===== config.mk =====
export PLATFORM = sky130hd
export DESIGN_NAME = noc_router_flat
export DESIGN_NICKNAME = d
export VERILOG_FILES = /design/src/rtl/noc_router_if.sv /design/src/rtl/noc_router.sv /design/src/flat_wrapper.sv
export SDC_FILE = /design/constraint.sdc
export NUM_CORES = 1
export LEC_CHECK = 0
export BUFFER_PORTS_ARGS = -buffer_cell sky130_fd_sc_hd__buf_2
export CORE_MARGIN = 2
export CORE_UTILIZATION = 40
export CTS_CLUSTER_DIAMETER = 80
export DETAILED_ROUTE_END_ITERATION = 12
export GPL_ROUTABILITY_DRIVEN = 0
export PLACE_DENSITY = 0.66
export SKIP_LAST_GASP = 1
export SYNTH_ARGS = -nofsm -noshare
export SYNTH_HDL_FRONTEND = slang
export SYNTH_SLANG_ARGS = --single-unit

===== constraint.sdc =====
create_clock -name clk -period 11.8 [get_ports clk]
set_input_delay 3.54 -clock clk [delete_from_list [all_inputs] [get_ports clk]]
set_output_delay 3.54 -clock clk [all_outputs]
set_load 0.01 [all_outputs]

===== src/rtl/noc_router_if.sv =====
// Link, routing-table and status signals of one noc_router node.
// Handshake: an upstream sender may launch a start bit on rx_data[p] only in a cycle after it
// sampled rx_busy[p]==0; tx_data[o] starts a frame only in a cycle after tx_busy[o] was sampled 0.
// Frame bits already in flight are never stalled in either direction.
interface noc_router_if #(
    parameter int SIZE     = 4,
    parameter int BITS_DIR = 3
);
    logic [4:0]          rx_busy;
    logic [4:0]          rx_data;
    logic [4:0]          tx_busy;
    logic [4:0]          tx_data;
    logic [SIZE-1:0]     table_addr;
    logic [BITS_DIR-1:0] table_data;
    logic [2:0]          activity_level;
    logic [9:0]          dbg_in_state;
    logic [4:0]          dbg_out_send;

    modport slave (
        input  rx_data, tx_busy, table_data,
        output rx_busy, tx_data, table_addr, activity_level, dbg_in_state, dbg_out_send
    );

    modport master (
        output rx_data, tx_busy, table_data,
        input  rx_busy, tx_data, table_addr, activity_level, dbg_in_state, dbg_out_send
    );
endinterface


===== src/rtl/noc_router.sv =====
// 5-port store-and-forward mesh router: serial receive, one shared routing-table lookup
// per cycle, per-output round-robin grant and serial transmit.
module noc_router #(
    parameter int ID       = 0,
    parameter int SIZE     = 4,
    parameter int BITS_DIR = 3,
    parameter int PAYLOAD  = 8
) (
    input  logic        clk,
    input  logic        reset,
    noc_router_if.slave nif
);
    localparam int W  = SIZE + PAYLOAD;
    localparam int CW = $clog2(W + 1);

    typedef enum logic [1:0] {IN_IDLE, IN_RECV, IN_FULL, IN_ROUTED} in_state_t;
    typedef enum logic {OUT_IDLE, OUT_SEND} out_state_t;

    in_state_t     in_state  [5];
    in_state_t     in_next   [5];
    logic [CW-1:0] in_cnt    [5];
    logic [W-1:0]  in_buf    [5];
    logic [2:0]    in_dir    [5];
    logic [4:0]    handoff;

    out_state_t    out_state [5];
    out_state_t    out_next  [5];
    logic [CW-1:0] out_cnt   [5];
    logic [W:0]    out_sr    [5];
    logic [2:0]    gr_ptr    [5];
    logic [4:0]    out_req   [5];
    logic [4:0]    out_free;
    logic [4:0]    gr_valid;
    logic [2:0]    gr_port   [5];

    logic [2:0]    lk_ptr;
    logic          lk_valid;
    logic [2:0]    lk_port;
    logic [SIZE-1:0] lk_dest;
    logic          lk_ok;
    logic [2:0]    lk_dir;
    logic [4:0]    full_req;
    logic [2:0]    act_next;

    // Nearest requester after ptr wins; returns {hit, index}.
    function automatic logic [3:0] rr_pick(input logic [2:0] ptr, input logic [4:0] req);
        logic [3:0] pick;
        pick = 4'b0;
        for (int k = 5; k >= 1; k--) begin
            if (req[(int'(ptr) + k) % 5]) pick = {1'b1, 3'((int'(ptr) + k) % 5)};
        end
        return pick;
    endfunction

    always_comb begin
        full_req = '0;
        for (int p = 0; p < 5; p++) full_req[p] = (in_state[p] == IN_FULL);
        {lk_valid, lk_port} = rr_pick(lk_ptr, full_req);
        lk_dest = lk_valid ? in_buf[lk_port][SIZE-1:0] : '0;
        nif.table_addr = lk_dest;
        // A packet addressed to this node always leaves through the local port.
        if (lk_dest == SIZE'(ID)) begin
            lk_ok  = 1'b1;
            lk_dir = 3'd0;
        end else begin
            lk_ok  = 32'(nif.table_data) < 32'd5;
            lk_dir = nif.table_data[2:0];
        end
    end

    // A serializer on its final bit counts as free so frames can go out back to back.
    always_comb begin
        gr_valid = '0;
        handoff  = '0;
        out_free = '0;
        for (int o = 0; o < 5; o++) begin
            out_req[o] = '0;
            gr_port[o] = '0;
            for (int p = 0; p < 5; p++)
                out_req[o][p] = (in_state[p] == IN_ROUTED) && (in_dir[p] == 3'(o));
            out_free[o] = (out_state[o] == OUT_IDLE) || (out_cnt[o] == CW'(W));
            if (out_free[o] && !nif.tx_busy[o])
                {gr_valid[o], gr_port[o]} = rr_pick(gr_ptr[o], out_req[o]);
        end
        for (int o = 0; o < 5; o++)
            if (gr_valid[o]) handoff[gr_port[o]] = 1'b1;
    end

    always_comb begin
        act_next = '0;
        for (int p = 0; p < 5; p++) begin
            in_next[p] = in_state[p];
            case (in_state[p])
                IN_IDLE:   if (nif.rx_data[p]) in_next[p] = IN_RECV;
                IN_RECV:   if (in_cnt[p] == CW'(W - 1)) in_next[p] = IN_FULL;
                IN_FULL:   if (lk_valid && lk_port == 3'(p)) in_next[p] = lk_ok ? IN_ROUTED : IN_IDLE;
                IN_ROUTED: if (handoff[p]) in_next[p] = IN_IDLE;
                default:   in_next[p] = IN_IDLE;
            endcase
        end
        for (int o = 0; o < 5; o++) begin
            out_next[o] = out_state[o];
            if (out_state[o] == OUT_IDLE) begin
                if (gr_valid[o]) out_next[o] = OUT_SEND;
            end else if (out_cnt[o] == CW'(W)) begin
                out_next[o] = gr_valid[o] ? OUT_SEND : OUT_IDLE;
            end
            act_next = act_next + {2'b0, out_next[o] == OUT_SEND};
        end
    end

    always_ff @(posedge clk or negedge reset) begin
        if (!reset) begin
            lk_ptr             <= '0;
            nif.activity_level <= '0;
            for (int p = 0; p < 5; p++) begin
                in_state[p] <= IN_IDLE;
                in_cnt[p]   <= '0;
                in_buf[p]   <= '0;
                in_dir[p]   <= '0;
            end
            for (int o = 0; o < 5; o++) begin
                out_state[o] <= OUT_IDLE;
                out_cnt[o]   <= '0;
                out_sr[o]    <= '0;
                gr_ptr[o]    <= '0;
            end
        end else begin
            if (lk_valid) lk_ptr <= lk_port;
            nif.activity_level <= act_next;
            for (int p = 0; p < 5; p++) begin
                in_state[p] <= in_next[p];
                if (in_state[p] == IN_IDLE) in_cnt[p] <= '0;
                if (in_state[p] == IN_RECV) begin
                    in_buf[p] <= {nif.rx_data[p], in_buf[p][W-1:1]};
                    in_cnt[p] <= in_cnt[p] + CW'(1);
                end
                if (in_state[p] == IN_FULL && lk_valid && lk_port == 3'(p)) in_dir[p] <= lk_dir;
            end
            for (int o = 0; o < 5; o++) begin
                out_state[o] <= out_next[o];
                if (gr_valid[o]) begin
                    out_sr[o]  <= {in_buf[gr_port[o]], 1'b1};
                    out_cnt[o] <= '0;
                    gr_ptr[o]  <= gr_port[o];
                end else if (out_state[o] == OUT_SEND) begin
                    out_sr[o]  <= out_sr[o] >> 1;
                    out_cnt[o] <= out_cnt[o] + CW'(1);
                end
            end
        end
    end

    always_comb begin
        nif.rx_busy      = '0;
        nif.tx_data      = '0;
        nif.dbg_in_state = '0;
        nif.dbg_out_send = '0;
        for (int p = 0; p < 5; p++) begin
            nif.rx_busy[p]              = (in_state[p] != IN_IDLE);
            nif.dbg_in_state[2*p +: 2]  = in_state[p];
            nif.tx_data[p]              = (out_state[p] == OUT_SEND) && out_sr[p][0];
            nif.dbg_out_send[p]         = (out_state[p] == OUT_SEND);
        end
    end
endmodule


===== src/flat_wrapper.sv =====
// flat-port wrapper written by rule: the top's interface ports become plain ports
module noc_router_flat 
#(
    parameter int ID       = 0,
    parameter int SIZE     = 4,
    parameter int BITS_DIR = 3,
    parameter int PAYLOAD  = 8
)
  (clk, reset, nif_rx_data, nif_tx_busy, nif_table_data, nif_rx_busy, nif_tx_data, nif_table_addr, nif_activity_level, nif_dbg_in_state, nif_dbg_out_send);
  noc_router_if #(.SIZE(SIZE), .BITS_DIR(BITS_DIR)) nif_i ();
  input  logic clk;
  input  logic reset;
  input wire logic [$bits(nif_i.rx_data)-1:0] nif_rx_data;
  input wire logic [$bits(nif_i.tx_busy)-1:0] nif_tx_busy;
  input wire logic [$bits(nif_i.table_data)-1:0] nif_table_data;
  output wire logic [$bits(nif_i.rx_busy)-1:0] nif_rx_busy;
  output wire logic [$bits(nif_i.tx_data)-1:0] nif_tx_data;
  output wire logic [$bits(nif_i.table_addr)-1:0] nif_table_addr;
  output wire logic [$bits(nif_i.activity_level)-1:0] nif_activity_level;
  output wire logic [$bits(nif_i.dbg_in_state)-1:0] nif_dbg_in_state;
  output wire logic [$bits(nif_i.dbg_out_send)-1:0] nif_dbg_out_send;
  assign nif_i.rx_data = nif_rx_data;
  assign nif_i.tx_busy = nif_tx_busy;
  assign nif_i.table_data = nif_table_data;
  assign nif_rx_busy = nif_i.rx_busy;
  assign nif_tx_data = nif_i.tx_data;
  assign nif_table_addr = nif_i.table_addr;
  assign nif_activity_level = nif_i.activity_level;
  assign nif_dbg_in_state = nif_i.dbg_in_state;
  assign nif_dbg_out_send = nif_i.dbg_out_send;
  noc_router #(.ID(ID), .SIZE(SIZE), .BITS_DIR(BITS_DIR), .PAYLOAD(PAYLOAD)) u_core (.clk(clk), .reset(reset), .nif(nif_i));
endmodule

==> results of run 1 <==
[state kept, by name (all words and copies together), names as in the netlist]
signal / flops
u_core.nif.dbg_in_state: 10
u_core.out_cnt: 20
u_core.out_sr: 65
u_core.nif.dbg_out_send: 5
u_core.in_dir: 15
u_core.gr_ptr: 15
u_core.lk_ptr: 3
u_core.in_cnt: 20
u_core.nif.activity_level: 3
u_core.in_buf: 60
[cell usage in the layout (no fill, tap or decap), types with 14 or more instances in the layout]
cell type and instances:
nand2_1 286, dfrtp_1 216, inv_1 184, ha_1 167
nor2_1 164, o21ai_0 159, a21oi_1 144, mux2i_1 128
nand3_1 70, mux2_2 68, nand2b_1 60, buf_2 45
nor3_1 44, a31oi_1 42, nor2b_1 41, a22oi_1 41
o221ai_1 41, a211oi_1 39, xnor2_1 38, o211ai_1 34
and2_1 33, o21a_1 33, buf_4 31, o21ai_1 27
or3_1 26, or2_2 25, o31ai_1 25, clkbuf_16 25
and3_1 24, a221oi_1 24, o22ai_1 23, a21o_1 22
nand4_1 18, nor3b_1 16, nand3b_1 16, xor2_1 16
o211a_1 15, a211o_1 14
[area by class of cell]
class | count | share of cell area
Clock buffer | 30 | 0.02717
Clock inverter | 15 | 0.005394
Inverter | 199 | 0.03009
Multi-Input combinational cell | 2253 | 0.6620
Sequential cell | 216 | 0.2178
Tap cell | 765 | 0.03856
Timing Repair Buffer | 77 | 0.01905
[metrics by stage]
step / hold slack [ns] / cell area (µm²) / instances / setup slack, ns / utilization
after floorplan: 0.4567 / 23280 / 2832 / 2.988 / -
after global placement: 0.4799 / 24010 / 3510 / 2.439 / 0.4170
after detailed placement: 0.4803 / 24010 / 3510 / 2.138 / 0.4170
after CTS: 0.4955 / 24820 / 3555 / 1.526 / 0.4310
after global routing: 0.5181 / 24820 / 3555 / 1.100 / 0.4310
final: 0.4929 / 24820 / 3555 / 1.403 / 0.4310
[metal layers]
metal  wire, µm  GRT usage
met5          0          0
met4       2650    0.08716
met3       6225    0.04199
met2      33930     0.3915
met1      31310     0.3152
[how the worst min path moves through the flow]
stage	from	to	slack (ns)
2_1_floorplan	u_core.out_sr[0]	u_core.out_sr[0]	0.46
5_1_grt	u_core.out_sr[44]	u_core.out_sr[44]	0.52
3_3_place_gp	u_core.out_sr[42]	u_core.out_sr[42]	0.48
3_5_place_dp	u_core.out_sr[52]	u_core.out_sr[52]	0.48
4_1_cts	u_core.out_sr[52]	u_core.out_sr[52]	0.50
6_report	u_core.out_sr[52]	u_core.out_sr[52]	0.49
[logic make-up after synthesis]
group / Yosys count / share of synthesized area
AND/OR/NAND/NOR: 908 / 0.2018
AO/OA/AOI/OAI: 902 / 0.2811
buffers and inverters: 363 / 0.06391
flip-flops: 216 / 0.2322
multiplexers: 210 / 0.1001
adder cells (fa/ha/maj): 170 / 0.09235
XOR/XNOR: 63 / 0.02854
[worst min-delay path, stage by stage, from the launching register on]
cell and delay [ns]:
dfrtp_1 0.34, mux2i_1 0.06, nand2_1 0.06
==> summary.md, run 1 <==
| Metric | Value |
|---|---|
| Status | `finished, final reports clean` |
| Critical Path Stages | `19` |
| Via Count | `22560` |
| WL final | `74.12 mm` |
| Synthesized area | `0.02328 mm²` |
| Share of cells above drive strength 1 | `0.1154` |
| Prevailing post-synth register cell | `dfrtp_1` |
| CP max FO | `20` |
| Final min period | `10.40 ns` |
| RSZ-0062 raised after global routing | `no` |
| Async S/R FF share, synth | `1.000` |
| Total clock sinks | `216` |
| Post-synth top area share | `0.2322` |
| Row count | `88` |
| Total GRT Usage | `0.2393` |
| # setup viols final | `0` |
| CTS clk-pin slew, worst paths | `0.06 ns` |
| R2r worst-path depth | `24` |
| Multi-input gate area | `0.01643 mm²` |
| DIE AREA | `0.06014 mm²` |
| TritonCTS clock tree | `yes` |
| Critical path class | `reg2out` |
| Reg2reg setup slack | `4.52 ns` |
| Worst Tran Pin Value | `1.207 ns` |
| Most common cell on crit path | `ha_1` |
| Worst clock skew | `0.03054 ns` |
| Avg WL per Cell | `20.85 µm` |
| Most frequent cell after synthesis | `nand2_1` |
| Post-synthesis sequential area ratio | `0.2322` |
| Synth Net Count | `3017` |
| Arrival @ worst endpoint | `6.86 ns` |
| H-tree depth | `1` |
| CP cell instances | `buf_4 -> inv_1 -> ha_1 -> inv_1 -> ha_1 -> or3b_2 -> o22ai_1 -> or2_2 -> ha_1 -> nand2b_1 -> and3_1 -> a311o_2 -> mux2i_1 -> mux2i_1 -> a21oi_1 -> a31oi_1 -> nand3_2 -> o221ai_1 -> buf_2` |
| Worst path required time | `8.26 ns` |
| Syn Inst Count | `2832` |
| # DRC | `0` |
| Largest net degree at the start of global routing | `84` |
| Core area | `0.05759 mm²` |
| Layout Nets | `2957` |
| Initial antenna violation count | `1` |
| Filler cells | `5665` |
| CTS Buf Count | `25` |
| Via density | `6.347` |
| P&R area growth vs syn | `6.633%` |
| Die Ht | `245.2 µm` |
| Number of hold violations in the final report | `0` |
| Register bit total from synthesis | `216` |
| Starting Density | `0.4042` |
| # port buffers | `46` |
| FF+latch area | `0.005405 mm²` |
| Num ports | `47` |
| PostCTS Resize Cnt | `0` |
| Post-synth top area cell | `dfrtp_1` |
| Post-route ant nets | `0` |
| Commonest cells in the netlist | `nand2_1, dfrtp_1, inv_1, ha_1, nor2_1` |
| DR iter-0 viols | `2309` |
| Hold buffer count at CTS | `0` |
| Clk root buf | `clkbuf_16` |
| Max Freq | `96.19 MHz` |
| Total gr overflow | `0` |
| Sum of negative setup slack | `0 ns` |
| Setup Buffers After CTS | `0` |
| Period utilization | `0.8811` |
| Vias in the first global route | `21460` |
| Synth unique cells | `127` |
| Die width | `245.2 µm` |
| CP startpoint | `u_core.lk_ptr[0]` |
| Synth Area per Inst | `8.219 µm²` |
| Top Family by Delay on Critical Path | `compound AO/OA/AOI/OAI gates` |
| CP Capture Point | `nif_table_addr[2]` |
| Worst hold path depth | `2` |
| Crit path launch type | `flip-flop` |
| Sum of buffers and inverters on the critical path | `4` |
| Slowest CP cell | `dfrtp_1` |
| Critical R2R Launch | `u_core.gr_ptr[1]` |
| Maximum clock path buffer count | `3` |
| Max-slew headroom | `0.1951` |
| Detailed Place HPWL | `54.41 mm` |
| Initial DRT Pass Iterations | `6` |
| Reg-to-Reg End | `u_core.nif.activity_level[1]` |
| Post-synth EDFFs | `0` |
| Latest clock arrival within the worst-skew pair | `0.57 ns` |
| Ant diodes | `0` |
| Hold/Removal Path Class | `reg2reg` |
| Critical path capture point type | `output pin` |
| First-pass GRT wire length | `117.5 mm` |
| Max_cap viols | `0` |
| CP max stage delay | `0.68 ns` |
| Top post-synthesis cells by area | `dfrtp_1, ha_1, mux2i_1` |
| Final Slew Violations | `0` |
| Ys Warns | `0` |
Power of run 1 is not shown: default switching activity piles up to over one toggle a cycle in this logic, so the estimate is an artifact.
==> run 2, diff against run 1 <==
- MAX_ROUTING_LAYER: not set -> met4
==> run 2 against run 1 <==
  * Register-to-register slack worse by 0.09 ns
  * Clock-buffer cell count unchanged
  * Critical endpoint unchanged
  * Final cell count unchanged
  * Via count up 0.54%
  * Non-clock buffer count unchanged
  * Highest routed layer unchanged
  * Sequential share of layout area unchanged
  * Utilization unchanged
  * Hold slack better by 0.0013 ns
  * Fmax up 0.26%
  * Largest cell class unchanged
  * Wire length up 0.11%
  * First-iteration DRC count up 4.5%
==> summary.md, run 2 (synthesis results as in run 1) <==
| Metric | Value |
|---|---|
| PostCTS Resize Cnt | `0 (unchanged)` |
| Die width | `245.2 µm (unchanged)` |
| # DRC | `0 (unchanged)` |
| Reg-to-Reg End | `u_core.nif.activity_level[1]` |
| Final min period | `10.37 ns (-0.02743 ns)` |
| Arrival @ worst endpoint | `6.83 ns (-0.03 ns)` |
| Largest net degree at the start of global routing | `84 (unchanged)` |
| Post-route ant nets | `0 (unchanged)` |
| Hold buffer count at CTS | `0 (unchanged)` |
| Layout Nets | `2957 (unchanged)` |
| Reg2reg setup slack | `4.43 ns (-0.09 ns)` |
| Vias in the first global route | `21410 (-0.25%)` |
| Critical path capture point type | `output pin` |
| Max_cap viols | `0 (unchanged)` |
| Biggest regs | `u_core.out_sr: 65 flops, u_core.in_buf: 60 flops` |
| Worst Tran Pin Value | `1.184 ns (-0.02365 ns)` |
| Ant diodes | `0 (unchanged)` |
| Maximum clock path buffer count | `3 (unchanged)` |
| # port buffers | `46 (unchanged)` |
| Total clock sinks | `216 (unchanged)` |
| Detailed Place HPWL | `54.41 mm (unchanged)` |
| Critical path class | `reg2out` |
| Max FFs per register | `65 (unchanged)` |
| P&R area growth vs syn | `6.633% (unchanged)` |
| DIE AREA | `0.06014 mm² (unchanged)` |
| Period utilization | `0.8787 (-0.002325)` |
| Avg WL per Cell | `20.87 µm (+0.11%)` |
| Critical R2R Launch | `u_core.gr_ptr[1]` |
| DR iter-0 viols | `2414 (+4.5%)` |
| Initial antenna violation count | `1 (unchanged)` |
| Hold/Removal Path Class | `reg2reg` |
| RSZ-0062 raised after global routing | `no` |
| Row count | `88 (unchanged)` |
| Die Ht | `245.2 µm (unchanged)` |
| Total gr overflow | `0 (unchanged)` |
| Max-slew headroom | `0.2109 (+0.01577)` |
| CP startpoint | `u_core.lk_ptr[0]` |
| Commonest non-fill, non-tap cell in the layout | `nand2_1` |
| Sum of negative setup slack | `0 ns (unchanged)` |
| CP max FO | `20 (unchanged)` |
| Most common cell on crit path | `ha_1` |
| Critical Path Stages | `19 (unchanged)` |
| Sum of buffers and inverters on the critical path | `4 (unchanged)` |
| Num ports | `47 (unchanged)` |
| Dpl cells | `3510 (unchanged)` |
| Number of hold violations in the final report | `0 (unchanged)` |
| Worst clock skew | `0.02783 ns (-0.002709 ns)` |
| Clk root buf | `clkbuf_16` |
| Total GRT Usage | `0.2464 (+0.007044)` |
| Worst path required time | `8.26 ns (about the same)` |
| WL final | `74.20 mm (+0.11%)` |
| TritonCTS clock tree | `yes` |
| Status | `finished, final reports clean` |
| CTS Buf Count | `25 (unchanged)` |
| Setup Buffers After CTS | `0 (unchanged)` |
| Top Family by Delay on Critical Path | `compound AO/OA/AOI/OAI gates` |
| Slowest CP cell | `dfrtp_1` |
| First-pass GRT wire length | `117.5 mm (about the same)` |
| # setup viols final | `0 (unchanged)` |
| Via Count | `22690 (+0.54%)` |
| Via density | `6.381 (+0.54%)` |
| CP cell instances | `buf_4 -> inv_1 -> ha_1 -> inv_1 -> ha_1 -> or3b_2 -> o22ai_1 -> or2_2 -> ha_1 -> nand2b_1 -> and3_1 -> a311o_2 -> mux2i_1 -> mux2i_1 -> a21oi_1 -> a31oi_1 -> nand3_2 -> o221ai_1 -> buf_2` |
| CP Capture Point | `nif_table_addr[2]` |
| Share of cells above drive strength 1 | `0.1154 (unchanged)` |
| Max Freq | `96.44 MHz (+0.26%)` |
| Most frequent cells in the layout | `nand2_1, dfrtp_1, inv_1` |
| CP max stage delay | `0.67 ns (about the same)` |
| CTS clk-pin slew, worst paths | `0.06 ns (about the same)` |
| H-tree depth | `1 (unchanged)` |
| R2r worst-path depth | `24 (unchanged)` |
| Final Slew Violations | `0 (unchanged)` |
| Final cell count without fillers | `3555 (unchanged)` |
| Core area | `0.05759 mm² (unchanged)` |
| Crit path launch type | `flip-flop` |
| Latest clock arrival within the worst-skew pair | `0.57 ns (about the same)` |
| Starting Density | `0.4042 (unchanged)` |
| Top reg by flops | `u_core.out_sr` |
| Initial DRT Pass Iterations | `6 (unchanged)` |
-- run 2: worst min-delay path by stage --
| stage | from | to | depth (start not counted) |
|---|---|---|---|
| floorplan | u_core.out_sr[0] | u_core.out_sr[0] | 2 |
| finish | u_core.out_sr[52] | u_core.out_sr[52] | 2 |
| global route | u_core.out_sr[44] | u_core.out_sr[44] | 1 |
| global placement | u_core.out_sr[42] | u_core.out_sr[42] | 1 |
| detailed placement | u_core.out_sr[52] | u_core.out_sr[52] | 2 |
| CTS | u_core.out_sr[52] | u_core.out_sr[52] | 2 |
-- run 2: worst register-to-register path: stages (launching register included) --
cell,delay [ns]
dfrtp_1,0.52
clkinv_1,0.37
ha_1,0.75
inv_1,0.27
ha_1,0.30
or2_2,0.31
o211ai_1,0.31
and2_1,0.24
inv_1,0.08
ha_1,0.24
nor2b_1,0.16
a2111oi_0,0.43
a211o_1,0.33
o2111ai_1,0.20
o311ai_1,0.18
o21ai_1,0.17
or3_1,0.44
o41ai_4,0.25
buf_4,0.32
nand2_1,0.16
fa_1,0.53
ha_1,0.15
inv_1,0.05
fa_1,0.48
inv_1,0.04
-- run 2: cell type report --
cell class | count | area, µm²
Multi-Input combinational cell | 2253 | 16430
Tap cell | 765 | 957.2
Clock buffer | 30 | 674.4
Timing Repair Buffer | 77 | 473.0
Inverter | 199 | 747.0
Clock inverter | 15 | 133.9
Fill cell | 5665 | 32760
Sequential cell | 216 | 5405
-- run 2: metal layers --
metal / vias up / track usage / share of wire
met1: 11030 / 0.3176 / 0.42
met4: 0 / 0.08537 / 0.034
met5: - / - / 0
met3: 191 / 0.03892 / 0.085
met2: 1044 / 0.3917 / 0.46
li1: 10420 / - / -
-- run 2: per-stage QoR --
stage                     area (µm²)  setup WS, ns  hold slack (ns)    util
final                          24820         1.431           0.4942  0.4310
after global routing           24820         1.087           0.5178  0.4310
after CTS                      24820         1.526           0.4955  0.4310
after detailed placement       24010         2.138           0.4803  0.4170
after global placement         24010         2.439           0.4799  0.4170
after floorplan                23280         2.988           0.4567       -
Power of run 2 is left out for the same reason.
